`src/rtl/sync_dualram_pkg.sv`:
```
// Shared types, default sizes and the byte-lane merge helper for sync_dualram_param.
package sync_dualram_pkg;

    localparam int DEFAULT_DATA_WIDTH = 16;
    localparam int DEFAULT_ADDR_WIDTH = 4;
    localparam int DEFAULT_DEPTH      = 16;

    typedef enum logic {
        INIT = 1'b0,
        RUN  = 1'b1
    } state_e;

    // One byte lane of a byte-enable merge; used by both the write path and the read bypass.
    function automatic logic [7:0] be_merge(input logic [7:0] old_byte,
                                            input logic [7:0] new_byte,
                                            input logic       en);
        return en ? new_byte : old_byte;
    endfunction

endpackage

```
`src/rtl/sync_dualram_init_ctrl.sv`:
```
// INIT/RUN sequencer: sweeps a zero write across every word after reset, then raises ready.
module sync_dualram_init_ctrl
    import sync_dualram_pkg::*;
#(
    parameter int ADDR_WIDTH = DEFAULT_ADDR_WIDTH,
    parameter int DEPTH      = DEFAULT_DEPTH
) (
    input  logic                  clk,
    input  logic                  rst,
    output logic                  ready_o,
    output logic                  init_we_o,
    output logic [ADDR_WIDTH-1:0] init_addr_o
);

    localparam logic [ADDR_WIDTH-1:0] LAST_ADDR = ADDR_WIDTH'(DEPTH - 1);

    state_e                state_q;
    logic [ADDR_WIDTH-1:0] cnt_q;
    logic                  ready_q;
    logic                  init_we_q;

    // NOTE: sequential state uses non-blocking assignments so every register samples pre-edge values.
    always_ff @(posedge clk) begin
        if (rst) begin
            state_q   <= INIT;
            cnt_q     <= '0;
            ready_q   <= 1'b0;
            init_we_q <= 1'b1;
        end else begin
            case (state_q)
                INIT: begin
                    if (cnt_q == LAST_ADDR) begin
                        state_q   <= RUN;
                        cnt_q     <= '0;
                        ready_q   <= 1'b1;
                        init_we_q <= 1'b0;
                    end else begin
                        cnt_q <= cnt_q + 1'b1;
                    end
                end
                RUN: begin
                    ready_q   <= 1'b1;
                    init_we_q <= 1'b0;
                end
                default: begin
                    state_q   <= INIT;
                    cnt_q     <= '0;
                    ready_q   <= 1'b0;
                    init_we_q <= 1'b1;
                end
            endcase
        end
    end

    assign ready_o     = ready_q;
    assign init_we_o   = init_we_q;
    assign init_addr_o = cnt_q;

endmodule

```
`src/rtl/sync_dualram_param.sv`:
```
// Synchronous 1W/1R RAM with byte enables, write-first collision bypass and post-reset clear sweep.
// Define SYNC_DUALRAM_OUTREG_EN to add a second output register stage (read latency 2).
module sync_dualram_param
    import sync_dualram_pkg::*;
#(
    parameter int DATA_WIDTH = DEFAULT_DATA_WIDTH,
    parameter int ADDR_WIDTH = DEFAULT_ADDR_WIDTH,
    parameter int DEPTH      = DEFAULT_DEPTH
) (
    input  logic                    clk,
    input  logic                    rst,
    input  logic                    cs,
    input  logic                    wr_enb,
    input  logic [ADDR_WIDTH-1:0]   wr_addr,
    input  logic [DATA_WIDTH-1:0]   wr_data,
    input  logic [DATA_WIDTH/8-1:0] wr_be,
    input  logic                    rd_enb,
    input  logic [ADDR_WIDTH-1:0]   rd_addr,
    output logic [DATA_WIDTH-1:0]   rd_data,
    output logic                    rd_valid,
    output logic                    ready
);

    localparam int                  BE_WIDTH  = DATA_WIDTH / 8;
    localparam logic [ADDR_WIDTH:0] DEPTH_LIM = (ADDR_WIDTH + 1)'(DEPTH);

    logic                  ctrl_ready;
    logic                  init_we;
    logic [ADDR_WIDTH-1:0] init_addr;

    sync_dualram_init_ctrl #(
        .ADDR_WIDTH (ADDR_WIDTH),
        .DEPTH      (DEPTH)
    ) u_init_ctrl (
        .clk         (clk),
        .rst         (rst),
        .ready_o     (ctrl_ready),
        .init_we_o   (init_we),
        .init_addr_o (init_addr)
    );

    logic [DATA_WIDTH-1:0] mem_q [DEPTH];

    logic wr_in_range, rd_in_range, wr_go, rd_go;

    assign wr_in_range = {1'b0, wr_addr} < DEPTH_LIM;
    assign rd_in_range = {1'b0, rd_addr} < DEPTH_LIM;
    assign wr_go       = ctrl_ready & cs & wr_enb & wr_in_range;
    assign rd_go       = ctrl_ready & cs & rd_enb;

    logic                  mem_we;
    logic [ADDR_WIDTH-1:0] mem_waddr;
    logic [DATA_WIDTH-1:0] mem_wdata;
    logic [BE_WIDTH-1:0]   mem_wbe;
    logic [DATA_WIDTH-1:0] mem_old;
    logic [DATA_WIDTH-1:0] mem_wword;

    // The clear sweep owns the write port during INIT; user writes only reach it once ready.
    // NOTE: every always_comb output gets a default first so no path can infer a latch.
    always_comb begin
        mem_we    = 1'b0;
        mem_waddr = wr_addr;
        mem_wdata = wr_data;
        mem_wbe   = wr_be;
        mem_wword = '0;
        if (init_we) begin
            mem_we    = 1'b1;
            mem_waddr = init_addr;
            mem_wdata = '0;
            mem_wbe   = '1;
        end else if (wr_go) begin
            mem_we = 1'b1;
        end
        mem_old = mem_q[mem_waddr];
        for (int i = 0; i < BE_WIDTH; i++) begin
            mem_wword[8*i +: 8] = be_merge(mem_old[8*i +: 8], mem_wdata[8*i +: 8], mem_wbe[i]);
        end
    end

    // NOTE: the array has no reset; the INIT sweep clears it so it can map onto RAM macros.
    always_ff @(posedge clk) begin
        if (mem_we) begin
            mem_q[mem_waddr] <= mem_wword;
        end
    end

    logic [DATA_WIDTH-1:0] rd_old;
    logic [DATA_WIDTH-1:0] rd_data_d;

    // Write-first: a same-address write in this cycle is merged into the returned word.
    always_comb begin
        rd_old    = mem_q[rd_addr];
        rd_data_d = '0;
        if (rd_in_range) begin
            if (wr_go && (wr_addr == rd_addr)) begin
                for (int i = 0; i < BE_WIDTH; i++) begin
                    rd_data_d[8*i +: 8] = be_merge(rd_old[8*i +: 8], wr_data[8*i +: 8], wr_be[i]);
                end
            end else begin
                rd_data_d = rd_old;
            end
        end
    end

    logic [DATA_WIDTH-1:0] rd_data_q;
    logic                  rd_valid_q;

    always_ff @(posedge clk) begin
        if (rst) begin
            rd_data_q  <= '0;
            rd_valid_q <= 1'b0;
        end else begin
            rd_valid_q <= rd_go;
            if (rd_go) begin
                rd_data_q <= rd_data_d;
            end
        end
    end

`ifdef SYNC_DUALRAM_OUTREG_EN
    logic [DATA_WIDTH-1:0] rd_data2_q;
    logic                  rd_valid2_q;

    always_ff @(posedge clk) begin
        if (rst) begin
            rd_data2_q  <= '0;
            rd_valid2_q <= 1'b0;
        end else begin
            rd_valid2_q <= rd_valid_q;
            if (rd_valid_q) begin
                rd_data2_q <= rd_data_q;
            end
        end
    end

    assign rd_data  = rd_data2_q;
    assign rd_valid = rd_valid2_q;
`else
    assign rd_data  = rd_data_q;
    assign rd_valid = rd_valid_q;
`endif

    assign ready = ctrl_ready;

endmodule
```
`config.mk`:
```
export PLATFORM = sky130hd
export DESIGN_NAME = sync_dualram_param
export DESIGN_NICKNAME = d
export VERILOG_FILES = /design/src/rtl/sync_dualram_pkg.sv /design/src/rtl/sync_dualram_init_ctrl.sv /design/src/rtl/sync_dualram_param.sv
export SDC_FILE = /design/constraint.sdc
export NUM_CORES = 1
export LEC_CHECK = 0
export ABC_CLOCK_PERIOD_IN_PS = 5400
export CORE_MARGIN = 2
export CORE_UTILIZATION = 25
export DETAILED_ROUTE_END_ITERATION = 8
export HOLD_SLACK_MARGIN = 0.06
export PLACE_DENSITY = 0.4
export SKIP_LAST_GASP = 1
export SLEW_MARGIN = 20
export SYNTH_ARGS = -nofsm -noshare
export SYNTH_HDL_FRONTEND = slang
export SYNTH_HIERARCHICAL = 1
export SYNTH_SLANG_ARGS = --single-unit
```
`constraint.sdc`:
```
create_clock -name clk -period 5.4 [get_ports clk]
set_input_delay 1.35 -clock clk [delete_from_list [all_inputs] [get_ports clk]]
set_output_delay 1.35 -clock clk [all_outputs]
set_load 0.005 [all_outputs]
```
==> impl_metrics.py <==
metrics = {
    "status": {
        "status": "completed",
    },
    "clock_network": {
        "insertion_delay_ps": 550,
        "cts.path.max_buffers": 3,
        "cts-root-buf": "clkbuf_16",
        "cts_tree": "done",
        "htreeDepth": 1,
        "post-cts-setup-buffers": 0,
        "cts.sinks": 280,
        "holdBufCountCts": 0,
        "numCtsBuffers": 28,
        "path_clk_slew_ps": 60,
        "cts.repair.resized": 0,
    },
    "global_route": {
        "grt_usage": 0.122,
        "grt_start_max_net_pins": 53,
        "grt-ovfl-total": 0,
        "grt_antenna_before_repair": 0,
        "grt_pass1_wl_um": 41700,
        "grt_pass1_vias": 6176,
    },
    "synth": {
        "syn-num-nets": 642,
        "ys_seq_area_frac": 0.724,
        "synth_top_area_frac": 0.682,
        "ys_types": 40,
        "synth_top_cells_by_count": "edfxtp_1, mux4_2, nor2_1",
        "synth-seq-cells": 280,
        "synth_warnings": 6,
        "yosysMostFrequentCell": "edfxtp_1",
        "syn_area_per_cell_um2": 18.5,
        "synth.area.top_cells": "edfxtp_1, mux4_2, dfxtp_1, nor2_1, o21bai_1",
        "ys.flop_type": "edfxtp_1",
        "syn_area_um2": 11300,
        "async_flop_share": 0,
        "syn_inst": 610,
        "synth_edf_count": 256,
        "synth_top_area_cell": "edfxtp_1",
    },
    "placed_design": {
        "port-buffer-count": 48,
        "dp_hpwl_um": 18800,
        "gp_congestion": 0.777,
    },
    "finish": {
        "seq_area_um2": 8170,
        "finalNetCount": 694,
        "antenna_cells": 0,
        "area_growth_pct": 18.7,
        "fill_cells": 4322,
        "multi_input_area_um2": 2920,
        "final_util": 0.301,
        "layout-drive-gt1-share": 0.190,
    },
    "timing": {
        "rsz0062_at_grt": "no",
        "worst_pin_slew_ps": 1130,
        "max_slew_margin": 0.246,
        "max_freq_ghz": 0.289,
        "skew_ps": 7.88,
        "min_period_over_period": 0.640,
        "fin_tns_setup_ps": 0,
        "setup_violations": 0,
        "layout_min_cycle_time_ps": 3460,
        "hold_viol": 0,
        "final-max-slew-violation-count": 0,
    },
    "setup_path": {
        "cp-start-kind": "primary input",
        "crit_arrival_ps": 3870,
        "worstSetupEndpointType": "flop",
        "cp_max_fo": 12,
        "critPathKind": "in -> reg",
        "crit_required_ps": 5820,
    },
    "drt": {
        "drt_iter0_drc": 392,
        "remaining_drc_errors": 0,
        "vias_per_cell": 4.56,
        "firstDrtPassIters": 5,
        "finalWirelength_um": 28300,
        "wire_per_inst_um": 22.2,
        "vias": 5821,
        "ant_nets": 0,
    },
    "die": {
        "die_x_um": 216,
        "rows": 77,
        "io_pins": 49,
        "die_area_um2": 46800,
        "die_h_um": 216,
        "initial_core_util": 0.254,
        "core_um2": 44400,
    },
    "pwr": {
        "power_leakage_nw": 4.21,
        "irDropWorstVdd_mv": 0.165,
        "p_per_area_nw_per_um2": 346,
    },
    "min_path": {
        "holdCritPathClass": "reg -> reg",
    },
    "flow_run": {
        "timing.max_cap.violations": 0,
    },
}
[worst max-delay path, stage by stage]
cell and delay (ps):
clkdlybuf4s50_1 760, xnor2_1 350, nand4_1 630, o21ai_0 610, o21ai_0 170
[cells in the final DEF (no fill, tap or decap), drive strengths merged, types with 5 or more instances in the layout]
cell / netlist / final
mux4: 70 / 70
a31oi: 10 / 10
dfxtp: 24 / 24
clkinv: 0 / 6
clkdlybuf4s50: 0 / 46
o21a: 6 / 6
nor3b: 12 / 12
nand2: 11 / 11
o21ai: 15 / 15
buf: 12 / 10
clkbuf: 22 / 42
a2bb2oi: 5 / 5
mux2i: 6 / 6
inv: 16 / 16
nor2b: 14 / 14
nor2: 57 / 57
edfxtp: 256 / 256
o21bai: 14 / 14
a21oi: 6 / 6
xnor2: 5 / 5
a41oi: 6 / 6
a22oi: 6 / 6
a22o: 12 / 12
[per-layer routing]
layer,vias to the layer above,GRT usage,share of wire,wire [um]
met5,-,0,0,0
met4,0,0.0379,0.026,751
met3,39,0.0222,0.042,1200
met2,134,0.208,0.50,14300
met1,3069,0.157,0.43,12100
li1,2579,-,-,-
[metrics by stage]
step | hold slack [ps] | power (W) | cells | setup slack [ps] | instance area [um2]
finish | 534 | 0.00463 | 1276 | 1940 | 13400
global placement | 511 | 0.00270 | 1224 | 1490 | 12400
CTS | 525 | 0.00468 | 1276 | 1960 | 13400
floorplan | 424 | 0.00260 | 610 | 2460 | 11300
global route | 599 | 0.00478 | 1276 | 1690 | 13400
detailed placement | 513 | 0.00270 | 1224 | 1370 | 12400
[layout make-up]
cell class              instances  share of cell area
clock buffers                  42              0.0609
clock inverters                10             0.00916
inverters                      16             0.00449
multi-input cells             280               0.218
flip-flops and latches        280               0.610
well taps                     592              0.0554
repair buffers                 56              0.0417
[state kept, by name, summed over array words and instances, names as in the netlist]
signal and flops:
rd_valid 1, mem_q 256, u_init_ctrl/state_q 1, u_init_ctrl/ready_o 1, u_init_ctrl/init_we_o 1, u_init_ctrl/init_addr_o 4, rd_data 16
[where the power goes]
group	internal (W)	switching, W	leakage, nW
logic	0.000114	0.000140	1.16
clock network	0.00118	0.000797	0.453
registers	0.00239	0.0000131	2.60
[kinds of logic (layout without fill, tap and decap cells)]
family,count (synthesis),count (layout),share of synthesized area
adder cells (fa/ha/maj),1,1,0.00111
AO/OA/AOI/OAI,90,90,0.0575
multiplexers,76,76,0.146
flip-flops,280,280,0.724
XOR/XNOR,5,5,0.00388
buffers and inverters,50,124,0.0196
AND/OR/NAND/NOR,108,108,0.0475
[path summary, 6_finish.rpt]
check,endpoint,startpoint,cells after the start,slack [ps]
max,rd_data[0]$_SDFFE_PP0P_,rd_addr[2],5,1940
min,u_init_ctrl/ready_o$_SDFFE_PP0P_,u_init_ctrl/ready_o$_SDFFE_PP0P_,2,530
max reg2reg,mem_q[13][15]$_DFFE_PP_,u_init_ctrl/init_we_o$_SDFFE_PP1P_,4,2790
min reg2reg,u_init_ctrl/ready_o$_SDFFE_PP0P_,u_init_ctrl/ready_o$_SDFFE_PP0P_,2,530
Note: power is estimated with default switching activity, not from simulation.
